==> src/rtl/layer_priority_mux_pkg.sv <==
// Shared constants and helpers for the layered object multiplexer.
// Imported by the mux top and its blink counter.
package layer_mux_pkg;

    localparam logic [7:0] TRANSPARENT_DEF = 8'hFF;
    localparam int         MAX_LAYERS      = 16;

    function automatic int idx_w(input int n);
        return (n < 2) ? 1 : $clog2(n);
    endfunction

endpackage

==> src/rtl/layer_priority_mux_blink_frame_counter.sv <==
// Frame counter producing the blink phase for blinking layers.
// The phase toggles every BLINK_FRAMES startOfFrame pulses.
module blink_frame_counter
    import layer_mux_pkg::*;
#(
    parameter int BLINK_FRAMES = 15
) (
    input  logic clk,
    input  logic reset,
    input  logic startOfFrame,
    output logic blink_phase
);

    logic [7:0] frame_cnt;

    always_ff @(posedge clk) begin
        if (reset) begin
            frame_cnt   <= '0;
            blink_phase <= 1'b1;
        end else if (startOfFrame) begin
            if (frame_cnt == 8'(BLINK_FRAMES - 1)) begin
                frame_cnt   <= '0;
                blink_phase <= ~blink_phase;
            end else begin
                frame_cnt <= frame_cnt + 8'd1;
            end
        end
    end

endmodule

==> src/rtl/layer_priority_mux.sv <==
// Two-stage priority mux over object layers with enable, transparency,
// blinking and per-frame overlap flags. Layer 0 has top priority.
module layer_priority_mux
    import layer_mux_pkg::*;
#(
    parameter int                NUM_LAYERS   = 8,
    parameter int                RGB_W        = 8,
    parameter logic [RGB_W-1:0]  TRANSPARENT  = RGB_W'(TRANSPARENT_DEF),
    parameter int                BLINK_FRAMES = 15,
    localparam int               IDX_W        = idx_w(NUM_LAYERS)
) (
    input  logic                              clk,
    input  logic                              reset,
    input  logic                              startOfFrame,
    input  logic [NUM_LAYERS-1:0]             dr,
    input  logic [NUM_LAYERS-1:0][RGB_W-1:0]  rgb,
    input  logic [NUM_LAYERS-1:0]             layer_en,
    input  logic [NUM_LAYERS-1:0]             blink_en,
    output logic                              drawingRequest,
    output logic [RGB_W-1:0]                  RGBout,
    output logic [IDX_W-1:0]                  layer_idx,
    output logic [NUM_LAYERS-1:0]             overlap
);

    logic                             blink_phase;
    logic [NUM_LAYERS-1:0]            vis_d;
    logic [NUM_LAYERS-1:0]            vis_q;
    logic [NUM_LAYERS-1:0][RGB_W-1:0] rgb_q;
    logic                             sel_hit;
    logic [IDX_W-1:0]                 sel_idx;
    logic [RGB_W-1:0]                 sel_rgb;
    logic                             multi;
    logic [NUM_LAYERS-1:0]            contrib;
    logic [NUM_LAYERS-1:0]            acc;

    blink_frame_counter #(
        .BLINK_FRAMES (BLINK_FRAMES)
    ) u_blink (
        .clk          (clk),
        .reset        (reset),
        .startOfFrame (startOfFrame),
        .blink_phase  (blink_phase)
    );

    always_comb begin
        vis_d = '0;
        for (int i = 0; i < NUM_LAYERS; i++) begin
            vis_d[i] = dr[i] & layer_en[i]
                     & (rgb[i] != TRANSPARENT)
                     & ~(blink_en[i] & ~blink_phase);
        end
    end

    always_ff @(posedge clk) begin
        if (reset) begin
            vis_q <= '0;
            rgb_q <= {NUM_LAYERS{TRANSPARENT}};
        end else begin
            vis_q <= vis_d;
            rgb_q <= rgb;
        end
    end

    always_comb begin
        sel_hit = 1'b0;
        sel_idx = '0;
        sel_rgb = TRANSPARENT;
        for (int i = 0; i < NUM_LAYERS; i++) begin
            if (vis_q[i]) begin
                sel_hit = 1'b1;
                sel_idx = IDX_W'(i);
                sel_rgb = rgb_q[i];
                break;
            end
        end
    end

    always_ff @(posedge clk) begin
        if (reset) begin
            drawingRequest <= 1'b0;
            RGBout         <= TRANSPARENT;
            layer_idx      <= '0;
        end else begin
            drawingRequest <= sel_hit;
            RGBout         <= sel_rgb;
            layer_idx      <= sel_idx;
        end
    end

    // Stage-1 pixel present at startOfFrame still belongs to the closing frame.
    assign multi   = $countones(vis_q) > 1;
    assign contrib = multi ? vis_q : '0;

    always_ff @(posedge clk) begin
        if (reset) begin
            acc     <= '0;
            overlap <= '0;
        end else if (startOfFrame) begin
            overlap <= acc | contrib;
            acc     <= '0;
        end else begin
            acc <= acc | contrib;
        end
    end

endmodule
==> config.mk <==
export PLATFORM = sky130hd
export DESIGN_NAME = layer_priority_mux
export DESIGN_NICKNAME = d
export VERILOG_FILES = /design/src/rtl/layer_priority_mux_pkg.sv /design/src/rtl/layer_priority_mux_blink_frame_counter.sv /design/src/rtl/layer_priority_mux.sv
export SDC_FILE = /design/constraint.sdc
export NUM_CORES = 1
export LEC_CHECK = 0
export ABC_AREA = 1
export CORE_UTILIZATION = 47
export CTS_CLUSTER_DIAMETER = 50
export CTS_CLUSTER_SIZE = 16
export DETAILED_ROUTE_END_ITERATION = 10
export PLACE_DENSITY = 0.82
export SKIP_LAST_GASP = 1
export SLEW_MARGIN = 25
export SYNTH_ARGS = -nofsm -noshare
export SYNTH_HDL_FRONTEND = slang
export SYNTH_HIERARCHICAL = 1
export SYNTH_SLANG_ARGS = --single-unit
==> constraint.sdc <==
create_clock -name clk -period 3.6 [get_ports clk]
set_input_delay 0.72 -clock clk [delete_from_list [all_inputs] [get_ports clk]]
set_output_delay 0.72 -clock clk [all_outputs]
set_load 0.05 [all_outputs]
# Word level (Yosys, flattened, before mapping)

Index checks and enable logic that the tools add are counted.

$add $sub $neg: 8
Order comparisons: 1
Equal/unequal tests: 9
Multiplexer cells: 79
Bitwise gates (word level): 42
Reductions and logical operators: 3

Operator list:

| cell                                                           | number |
|---|---|
| two-way mux 8 bit                                              | 22 |
| != test 8 bit (second input constant)                          | 8 |
| two-way mux 3 bit                                              | 17 |
| two-way mux 1 bit                                              | 40 |
| bitwise AND 1 bit                                              | 32 |
| NOT 1 bit                                                      | 9 |
| adder 1 x 1 -> 2 bit                                           | 4 |
| adder 8 x 1 -> 8 bit (second input constant)                   | 1 |
| == test 8 x 4 -> 1 bit (second input constant)                 | 1 |
| bitwise OR 8 bit                                               | 1 |
| adder 2 x 2 -> 3 bit                                           | 2 |
| adder 3 x 3 -> 4 bit                                           | 1 |
| greater-than comparator 4 x 1 -> 1 bit (second input constant) | 1 |
| OR reduction 2 bit                                             | 2 |
| AND reduction 2 bit                                            | 1 |

Bits in registers: 109
Input bits: 91
Output and inout bits: 20
Word-level logic and storage cells: 158

# Longest topological paths before layout

Gate-level depths: netlist of run 1.

Word-level depth: 29
Gate-level depth with buffers: 14
Depth with buffers taken out: 13

# By module

The synthesis of run 1 kept the hierarchy.

By module, submodules not included:

| module              | times used | cells an instance | area each (µm²) | seq. area each (µm²) |
|---|---|---|---|---|
| layer_priority_mux  | 1          | 498               | 4042.6          | 2001.9 |
| blink_frame_counter | 1          | 65                | 467.9           | 180.2 |

# Worst setup path after synthesis of run 1

OpenSTA, ideal clock, no wires.

Path type: register to register
Start point: reg vis_q[0]
End point: reg overlap[1]
Library setup time: 128 ps
Data arrival time: 2975 ps
Data required time: 3472 ps
Slack: 497 ps
Cell stages (with the launch flop): 12
Buffers on the path: 0
Clock period less this slack: 3103 ps
Cell sequence: dfxtp_1 > fa_1 > inv_1 > fa_1 > fa_1 > inv_1 > ha_1 > inv_1 > fa_1 > nand3_1 > a21oi_1 > a21oi_1

Cells in the longest elaborated chain, start to end: 6

Ends and longest elaborated chain:

| element                                    | line                     | source |
|---|---|---|
| start, declared                            | layer_priority_mux.sv:27 | `logic [NUM_LAYERS-1:0] vis_q;` |
| start signal, assigned                     | layer_priority_mux.sv:59 | `vis_q <= vis_d;` |
| adder 1 x 1 -> 2 bit (implied by the code) | layer_priority_mux.sv:91 | `assign multi = $countones(vis_q) > 1;` |
| adder 2 x 2 -> 3 bit (implied by the code) | layer_priority_mux.sv:91 |  |
| adder 3 x 3 -> 4 bit (implied by the code) | layer_priority_mux.sv:91 |  |
| greater-than comparator 4 x 1 -> 1 bit     | layer_priority_mux.sv:91 |  |
| two-way mux 8 bit                          | layer_priority_mux.sv:92 | `assign contrib = multi ? vis_q : '0;` |
| bitwise OR 8 bit                           | layer_priority_mux.sv:99 | `overlap <= acc \| contrib;` |
| end signal, assigned                       | layer_priority_mux.sv:99 |  |
| end, declared                              | layer_priority_mux.sv:22 | `output logic [NUM_LAYERS-1:0] overlap` |

Every way passes these cells.
A chain may end at the register's enable or synchronous reset.

# Worst setup path in the final report of run 1

Start point: reg vis_q[0]
End point: reg overlap[3]

The elaborated chain is that of the path after synthesis.

==> impl_metrics.prom, run 1 <==
# TYPE chip_impl_metric gauge
chip_impl_metric{name="antenna_violating_nets_post_route",unit=""} 0
chip_impl_metric{name="initial_core_util",unit="%"} 48.6
chip_impl_metric{name="max-slew-margin-rel",unit="%"} 49.3
chip_impl_metric{name="holdWs",unit="ns"} 0.464
chip_impl_metric{name="wl",unit="mm"} 11.2
chip_impl_metric{name="yosysSeqAreaShare",unit="%"} 48.4
chip_impl_metric{name="power_density",unit="nW/µm²"} 410
chip_impl_info{name="clockRootBuffer",value="clkbuf_8"} 1
chip_impl_metric{name="global_route_wire_length_before_repair",unit="mm"} 18.1
chip_impl_metric{name="maximum_number_of_pins_on_one_net_before_global_route_repair",unit=""} 77
chip_impl_info{name="setup_repair_after_global_routing_missed_its_margin",value="false"} 1
chip_impl_metric{name="grtUsageMet2",unit="%"} 41.0
chip_impl_metric{name="grtUsageTotal",unit="%"} 23.5
chip_impl_metric{name="postCtsResizedCells",unit=""} 0
chip_impl_metric{name="coreArea",unit="µm²"} 9280
chip_impl_info{name="most_frequent_cells_in_the_layout",value="nand2_1 (116), dfxtp_1 (109), clkdlybuf4s50_1 (109)"} 1
chip_impl_metric{name="sum_of_negative_setup_slack",unit="ns"} 0
chip_impl_metric{name="detail_route.wl_per_cell",unit="µm"} 14.0
chip_impl_metric{name="numPortBuffers",unit=""} 110
chip_impl_metric{name="post_cts_repair_setup_buffers",unit=""} 0
chip_impl_info{name="crit_type",value="reg2reg"} 1
chip_impl_metric{name="route.vias.total",unit=""} 3951
chip_impl_metric{name="critical_path_maximum_fanout",unit=""} 8
chip_impl_metric{name="gp_routability_congestion",unit=""} 0.816
chip_impl_metric{name="met1_usage",unit="%"} 29.6
chip_impl_metric{name="antennaDiodeCount",unit=""} 0
chip_impl_metric{name="critical_path_arrival",unit="ns"} 3.62
chip_impl_metric{name="top_level_ports",unit=""} 111
chip_impl_metric{name="fp-row-count",unit=""} 35
chip_impl_metric{name="firstDrtPassIters",unit=""} 8
chip_impl_metric{name="viasPerCell",unit=""} 4.92
chip_impl_metric{name="postLayoutCellArea",unit="µm²"} 5850
chip_impl_metric{name="final_nets",unit=""} 770
chip_impl_metric{name="first_global_vias",unit=""} 3845
chip_impl_metric{name="dp_hpwl",unit="mm"} 8.48
chip_impl_metric{name="worst-endpoint-required",unit="ns"} 3.83
chip_impl_info{name="clock_tree_from_tritoncts",value="built"} 1
chip_impl_metric{name="postSynthCellCount",unit=""} 563
chip_impl_metric{name="worst_skew_pair.late_latency",unit="ns"} 0.36
chip_impl_metric{name="finalHoldViolations",unit=""} 0
chip_impl_metric{name="grt.met3_usage",unit="%"} 5.08
chip_impl_info{name="final_common_cell",value="nand2_1"} 1
chip_impl_info{name="startpoint_kind_of_the_worst_setup_timing_path",value="flop"} 1
chip_impl_metric{name="postSynthRegisterBits",unit=""} 109
chip_impl_metric{name="grt_antenna_before_repair",unit=""} 0
chip_impl_metric{name="cts_buffer_depth",unit=""} 2
chip_impl_metric{name="cts_inserted_buffers",unit=""} 9
chip_impl_metric{name="globalRouteOverflowTotal",unit=""} 0
chip_impl_metric{name="die_area",unit="µm²"} 9990
chip_impl_metric{name="postSynthAreaPerCell",unit="µm²"} 8.01
chip_impl_metric{name="timing.final.crit_period",unit="ns"} 3.39
chip_impl_metric{name="synth_fp_nets",unit=""} 663
chip_impl_metric{name="chipWidth",unit="µm"} 100
chip_impl_info{name="gr-max-usage-layer",value="met2"} 1
chip_impl_metric{name="cts-hold-fix-buffers",unit=""} 0
chip_impl_metric{name="cts.clk_slew.worst_paths",unit="ns"} 0.09
chip_impl_info{name="cp-end-kind",value="flop"} 1
chip_impl_metric{name="synth.cell_area",unit="µm²"} 4510
chip_impl_metric{name="tightest_slew",unit="ns"} 0.757
chip_impl_metric{name="finClkSkew",unit="ns"} 0.0103
chip_impl_metric{name="synth.yosys.warnings",unit=""} 6
chip_impl_metric{name="dpl-instance-area",unit="µm²"} 5660
chip_impl_metric{name="vdd_drop_max",unit="mV"} 0.210
chip_impl_metric{name="final.period_utilization",unit="%"} 94.3
chip_impl_metric{name="drtIter0Drc",unit=""} 164
chip_impl_metric{name="areaGrowthSynthToFinish",unit="%"} 29.8
chip_impl_metric{name="drc",unit=""} 0
chip_impl_metric{name="max_freq",unit="GHz"} 0.295
chip_impl_metric{name="floorplan.die.height",unit="µm"} 100
chip_impl_metric{name="htree_levels",unit=""} 3
chip_impl_info{name="outcome",value="finished clean"} 1
chip_impl_metric{name="post_route_cells_drive_above_1_share",unit="%"} 15.9
chip_impl_metric{name="power.leakage",unit="nW"} 2.58
chip_impl_info{name="min_path_type",value="reg2reg"} 1
chip_impl_metric{name="final-setup-viol-count",unit=""} 0
chip_impl_metric{name="clock_sink_count",unit=""} 109
chip_impl_metric{name="maxCapViolCount",unit=""} 0
chip_impl_metric{name="netlist-cell-type-count",unit=""} 34
chip_impl_metric{name="drv_slew",unit=""} 0
-- metal layers --
| metal | share of wire (%) | vias up |
|---|---|---|
| met5 | 0 | - |
| met4 | 1.1 | 0 |
| met3 | 5.6 | 11 |
| met2 | 49 | 124 |
| met1 | 44 | 1829 |
| li1 | - | 1987 |
-- report_power, final --
part	internal (mW)	switching [mW]
Sequential	1.27	0.0279
Clock	0.318	0.389
Combinational	0.190	0.211
Total	1.77	0.628
-- sequential cells by signal, summed over array words and instances (netlist names) --
name and cells:
RGBout 8, acc 8, drawingRequest 1, layer_idx 3, overlap 8, rgb_q 64
u_blink/blink_phase 1, u_blink/frame_cnt 8, vis_q 8
-- worst max-delay path, stage by stage, from the launching register on --
cell     delay, ns
dfxtp_1       0.38
fa_1          0.55
inv_1         0.05
fa_1          0.50
fa_1          0.42
inv_1         0.07
ha_1          0.18
inv_1         0.07
fa_1          0.50
nand3_2       0.19
a21oi_1       0.25
a21oi_1       0.09
-- worst paths after layout --
kind                  startpoint                      end  slack, ns  depth (start not counted)
max          vis_q[0]$_SDFF_PP0_  overlap[3]$_SDFFE_PP0P_       0.21                         11
min            acc[0]$_SDFF_PP0_        acc[0]$_SDFF_PP0_       0.46                          2
max reg2reg  vis_q[0]$_SDFF_PP0_  overlap[3]$_SDFFE_PP0P_       0.21                         11
min reg2reg    acc[0]$_SDFF_PP0_        acc[0]$_SDFF_PP0_       0.46                          2
-- Yosys cell counts (all sizes together) --
cell | number | share of area [%]
a31o | 1 | 0.19
o21a | 1 | 0.17
clkinv | 2 | 0.17
dfxtp | 109 | 48
fa | 4 | 1.8
nand4 | 18 | 2.5
ha | 5 | 1.4
a31oi | 1 | 0.14
clkbuf | 15 | 2.4
xnor2 | 2 | 0.39
o21ai | 13 | 1.4
a41oi | 1 | 0.19
or2 | 68 | 9.4
buf | 6 | 1.2
xor2 | 1 | 0.19
inv | 55 | 4.6
nand2 | 117 | 9.8
nor2 | 64 | 6.3
nor4 | 1 | 0.14
nor3 | 8 | 0.89
a21oi | 44 | 5.0
o211ai | 6 | 1.0
nand3 | 21 | 2.4
-- stage by stage --
stage / util [%] / worst slack (ns) / instances / power [mW]
after floorplan: - / 0.497 / 563 / 1.53
after global placement: 61.0 / 0.288 / 788 / 1.71
after detailed placement: 61.0 / 0.165 / 788 / 1.72
after CTS: 62.9 / 0.139 / 803 / 2.41
after global routing: 63.1 / 0.00320 / 803 / 2.50
final: 63.1 / 0.205 / 803 / 2.40
-- cells by family after synthesis --
family | after synthesis | share of synthesized area [%]
buf+inv | 78 | 8.29
simple gates | 297 | 31.5
xor+xnor | 3 | 0.583
fa+ha+maj | 9 | 3.16
flops | 109 | 48.4
compound gates | 67 | 8.10
-- layout make-up --
cell class                 count  area (µm²)
tap                          129         161
inverter                      57         214
multi-input combinational    376        1970
clock buffer                  11         131
fill                         809        3430
timing repair buffer         117        1150
clock inverter                 4        50.0
sequential                   109        2180
(Power assumes the default switching activity.)
==> run 2, diff against run 1 <==
Settings changed: SKIP_CTS_REPAIR_TIMING from default to 1.
==> results of run 2 <==
The final DEF is identical to that of run 1; final timing and power are the same.
==> run 3, diff against run 2 <==
Settings changed: DONT_BUFFER_PORTS from default to 1, PLACE_DENSITY 0.82 to 0.67.
Clock period 3.6 ns to 3.3 ns, I/O delays scaled along.
==> run 3 against run 2 <==
Net effect:
- wire length down 10%
- cell area down 18%
- worst setup slack worse by 0.14 ns
- sequential cell count unchanged
- largest power group unchanged
- sequential share of layout area up 8.1 points
- clock skew up 0.0024 ns
- fmax up 5.0%
- power up 4.3%
- global-route usage down 2.3 points
- sequential power up 15%
- first-iteration DRC count down 34%
- critical path depth unchanged
==> impl_metrics.prom, run 3 (same netlist as run 1, synthesis figures left out) <==
# TYPE chip_impl_metric gauge
chip_impl_metric{name="numPortBuffers",unit=""} 0
chip_impl_metric{name="total_power",unit="mW"} 2.50
chip_impl_metric{name="vdd_drop_max",unit="mV"} 0.232
chip_impl_info{name="registers.top_by_ff_count",value="rgb_q"} 1
chip_impl_metric{name="coreArea",unit="µm²"} 9280
chip_impl_metric{name="finalNonFillerCells",unit=""} 695
chip_impl_metric{name="grtUsageMet2",unit="%"} 32.9
chip_impl_metric{name="cell_count_post_placement",unit=""} 679
chip_impl_metric{name="drtIter0Drc",unit=""} 109
chip_impl_metric{name="clock_power_share",unit="%"} 32.5
chip_impl_metric{name="cp_slowest_stage_delay",unit="ns"} 0.53
chip_impl_metric{name="critical_path_arrival",unit="ns"} 3.50
chip_impl_info{name="cp-end-kind",value="flop"} 1
chip_impl_metric{name="cts_inserted_buffers",unit=""} 9
chip_impl_metric{name="firstDrtPassIters",unit=""} 4
chip_impl_metric{name="grt.met3_usage",unit="%"} 6.82
chip_impl_info{name="startpoint_kind_of_the_worst_setup_timing_path",value="flop"} 1
chip_impl_metric{name="antennaDiodeCount",unit=""} 0
chip_impl_metric{name="multi_input_comb_area",unit="µm²"} 1990
chip_impl_metric{name="first_global_vias",unit=""} 3325
chip_impl_metric{name="post_route_cells_drive_above_1_share",unit="%"} 20.1
chip_impl_info{name="outcome",value="finished clean"} 1
chip_impl_metric{name="globalRouteOverflowTotal",unit=""} 0
chip_impl_metric{name="netSwitchingFraction",unit="%"} 26.2
chip_impl_info{name="cp_cell_sequence",value="fa_1 -> inv_1 -> fa_1 -> fa_1 -> inv_1 -> ha_1 -> inv_1 -> fa_1 -> nand3_4 -> a21oi_1 -> a21oi_1"} 1
chip_impl_metric{name="power.leakage",unit="nW"} 2.18
chip_impl_metric{name="fillerInstances",unit=""} 924
chip_impl_metric{name="worst_skew_pair.late_latency",unit="ns"} 0.38
chip_impl_metric{name="antenna_violating_nets_post_route",unit=""} 0
chip_impl_metric{name="cts_buffer_depth",unit=""} 2
chip_impl_metric{name="top_level_ports",unit=""} 111
chip_impl_metric{name="drc",unit=""} 0
chip_impl_metric{name="combPwrFrac",unit="%"} 8.6
chip_impl_metric{name="route.vias.total",unit=""} 3431
chip_impl_metric{name="worst-endpoint-required",unit="ns"} 3.57
chip_impl_metric{name="initial_core_util",unit="%"} 48.6
chip_impl_info{name="regToRegStartpoint",value="vis_q[0]$_SDFF_PP0_"} 1
chip_impl_metric{name="die_area",unit="µm²"} 9990
chip_impl_metric{name="final-setup-viol-count",unit=""} 0
chip_impl_metric{name="p_int",unit="mW"} 1.85
chip_impl_info{name="cp_slowest_cell",value="fa_1"} 1
chip_impl_metric{name="floorplan.die.height",unit="µm"} 100
chip_impl_info{name="gr-max-usage-layer",value="met2"} 1
chip_impl_metric{name="dp_hpwl",unit="mm"} 7.55
chip_impl_metric{name="htree_levels",unit=""} 3
chip_impl_metric{name="grt_antenna_before_repair",unit=""} 0
chip_impl_metric{name="power_switching",unit="mW"} 0.656
chip_impl_metric{name="critical_path_maximum_fanout",unit=""} 8
chip_impl_metric{name="fp-row-count",unit=""} 35
chip_impl_metric{name="largest_reg_flops",unit=""} 64
chip_impl_metric{name="maximum_number_of_pins_on_one_net_before_global_route_repair",unit=""} 78
chip_impl_info{name="clockRootBuffer",value="clkbuf_8"} 1
chip_impl_metric{name="power_density",unit="nW/µm²"} 521
chip_impl_metric{name="areaGrowthSynthToFinish",unit="%"} 6.69
chip_impl_metric{name="final_nets",unit=""} 661
chip_impl_metric{name="whs_path_depth",unit=""} 1
chip_impl_info{name="clock_tree_from_tritoncts",value="built"} 1
chip_impl_metric{name="met1_usage",unit="%"} 28.2
chip_impl_info{name="most_frequent_cells_in_the_layout",value="nand2_1 (116), dfxtp_1 (108), or2_2 (67)"} 1
chip_impl_metric{name="register_area",unit="µm²"} 2180
chip_impl_metric{name="timing.final.crit_period",unit="ns"} 3.23
chip_impl_metric{name="max-slew-margin-rel",unit="%"} 63.4
chip_impl_metric{name="wl",unit="mm"} 10.0
chip_impl_metric{name="grtUsageTotal",unit="%"} 21.2
chip_impl_metric{name="final_util",unit="%"} 51.8
chip_impl_metric{name="chipWidth",unit="µm"} 100
chip_impl_metric{name="drv_slew",unit=""} 0
chip_impl_metric{name="maxCapViolCount",unit=""} 0
chip_impl_metric{name="cts.clk_slew.worst_paths",unit="ns"} 0.10
chip_impl_info{name="min_path_type",value="in2reg"} 1
chip_impl_metric{name="global_route_wire_length_before_repair",unit="mm"} 15.9
chip_impl_metric{name="detail_route.wl_per_cell",unit="µm"} 14.5
chip_impl_info{name="setup_repair_after_global_routing_missed_its_margin",value="true"} 1
chip_impl_metric{name="power_frac_seq",unit="%"} 58.9
chip_impl_info{name="crit_type",value="reg2reg"} 1
chip_impl_metric{name="finalHoldViolations",unit=""} 0
chip_impl_metric{name="viasPerCell",unit=""} 4.94
chip_impl_info{name="cpMostUsedCell",value="fa_1"} 1
chip_impl_metric{name="max_freq",unit="GHz"} 0.309
chip_impl_metric{name="clock_sink_count",unit=""} 109
chip_impl_metric{name="worst-r2r-cell-count",unit=""} 11
chip_impl_metric{name="final.period_utilization",unit="%"} 98.0
chip_impl_metric{name="finClkSkew",unit="ns"} 0.0127
chip_impl_info{name="worstReg2RegEnd",value="overlap[3]$_SDFFE_PP0P_"} 1
chip_impl_info{name="hp-start",value="startOfFrame"} 1
chip_impl_metric{name="regToRegSetupSlack",unit="ns"} 0.07
chip_impl_info{name="worst_hold_path.endpoint",value="overlap[1]$_SDFFE_PP0P_"} 1
chip_impl_metric{name="gp_routability_congestion",unit=""} 0.883
chip_impl_info{name="final_common_cell",value="nand2_1"} 1
chip_impl_metric{name="tightest_slew",unit="ns"} 0.549
==> run 3: critical path: cells and delay by family, from the launching register on <==
kind,cells,cell delay [ns]
fa+ha+maj,5,2.15
buf+inv,3,0.19
flops,1,0.34
simple gates,1,0.17
compound gates,2,0.28
==> run 3: layout make-up <==
class | instances | area share (%)
clock buffer | 12 | 3.02
clock inverter | 4 | 1.14
inverter | 57 | 4.45
multi-input combinational | 376 | 41.4
sequential | 109 | 45.4
tap | 129 | 3.35
timing repair buffer | 8 | 1.25
==> run 3: routing by layer <==
layer | vias to the layer above | part of all wire, %
met5 | - | 0
met4 | 0 | 1.6
met3 | 16 | 7.0
met2 | 106 | 44
met1 | 1540 | 47
li1 | 1769 | -
==> run 3: through the flow <==
stage,hold WS [ns],TNS (ns),instance area (µm²),setup WS (ns)
after floorplan,0.424,0,4510,0.197
after global placement,0.434,0,4570,0.0549
after detailed placement,0.442,-0.164,4570,-0.0532
after CTS,0.346,-0.577,4770,-0.0836
after global routing,0.336,-0.0179,4810,-0.0118
final,0.361,0,4810,0.0676
==> run 3: power groups by stage <==
stage | Combinational (mW) | Clock (mW) | Sequential (mW)
6_report | 0.215 | 0.814 | 1.48
5_1_grt | 0.243 | 0.886 | 1.48
4_1_cts | 0.207 | 0.836 | 1.48
3_5_place_dp | 0.205 | 0 | 1.51
3_3_place_gp | 0.201 | 0 | 1.51
2_1_floorplan | 0.176 | 0 | 1.50
==> run 3: how the worst max path moves through the flow <==
| stage | from | to | slack [ns] | depth (start not counted) |
|---|---|---|---|---|
| final | vis_q[0]$_SDFF_PP0_ | overlap[3]$_SDFFE_PP0P_ | 0.07 | 11 |
| after global routing | vis_q[0]$_SDFF_PP0_ | overlap[3]$_SDFFE_PP0P_ | -0.01 | 12 |
| after CTS | vis_q[0]$_SDFF_PP0_ | overlap[1]$_SDFFE_PP0P_ | -0.08 | 11 |
| after detailed placement | vis_q[0]$_SDFF_PP0_ | overlap[1]$_SDFFE_PP0P_ | -0.05 | 11 |
| after global placement | vis_q[0]$_SDFF_PP0_ | overlap[3]$_SDFFE_PP0P_ | 0.05 | 11 |
| after floorplan | vis_q[0]$_SDFF_PP0_ | overlap[1]$_SDFFE_PP0P_ | 0.20 | 11 |
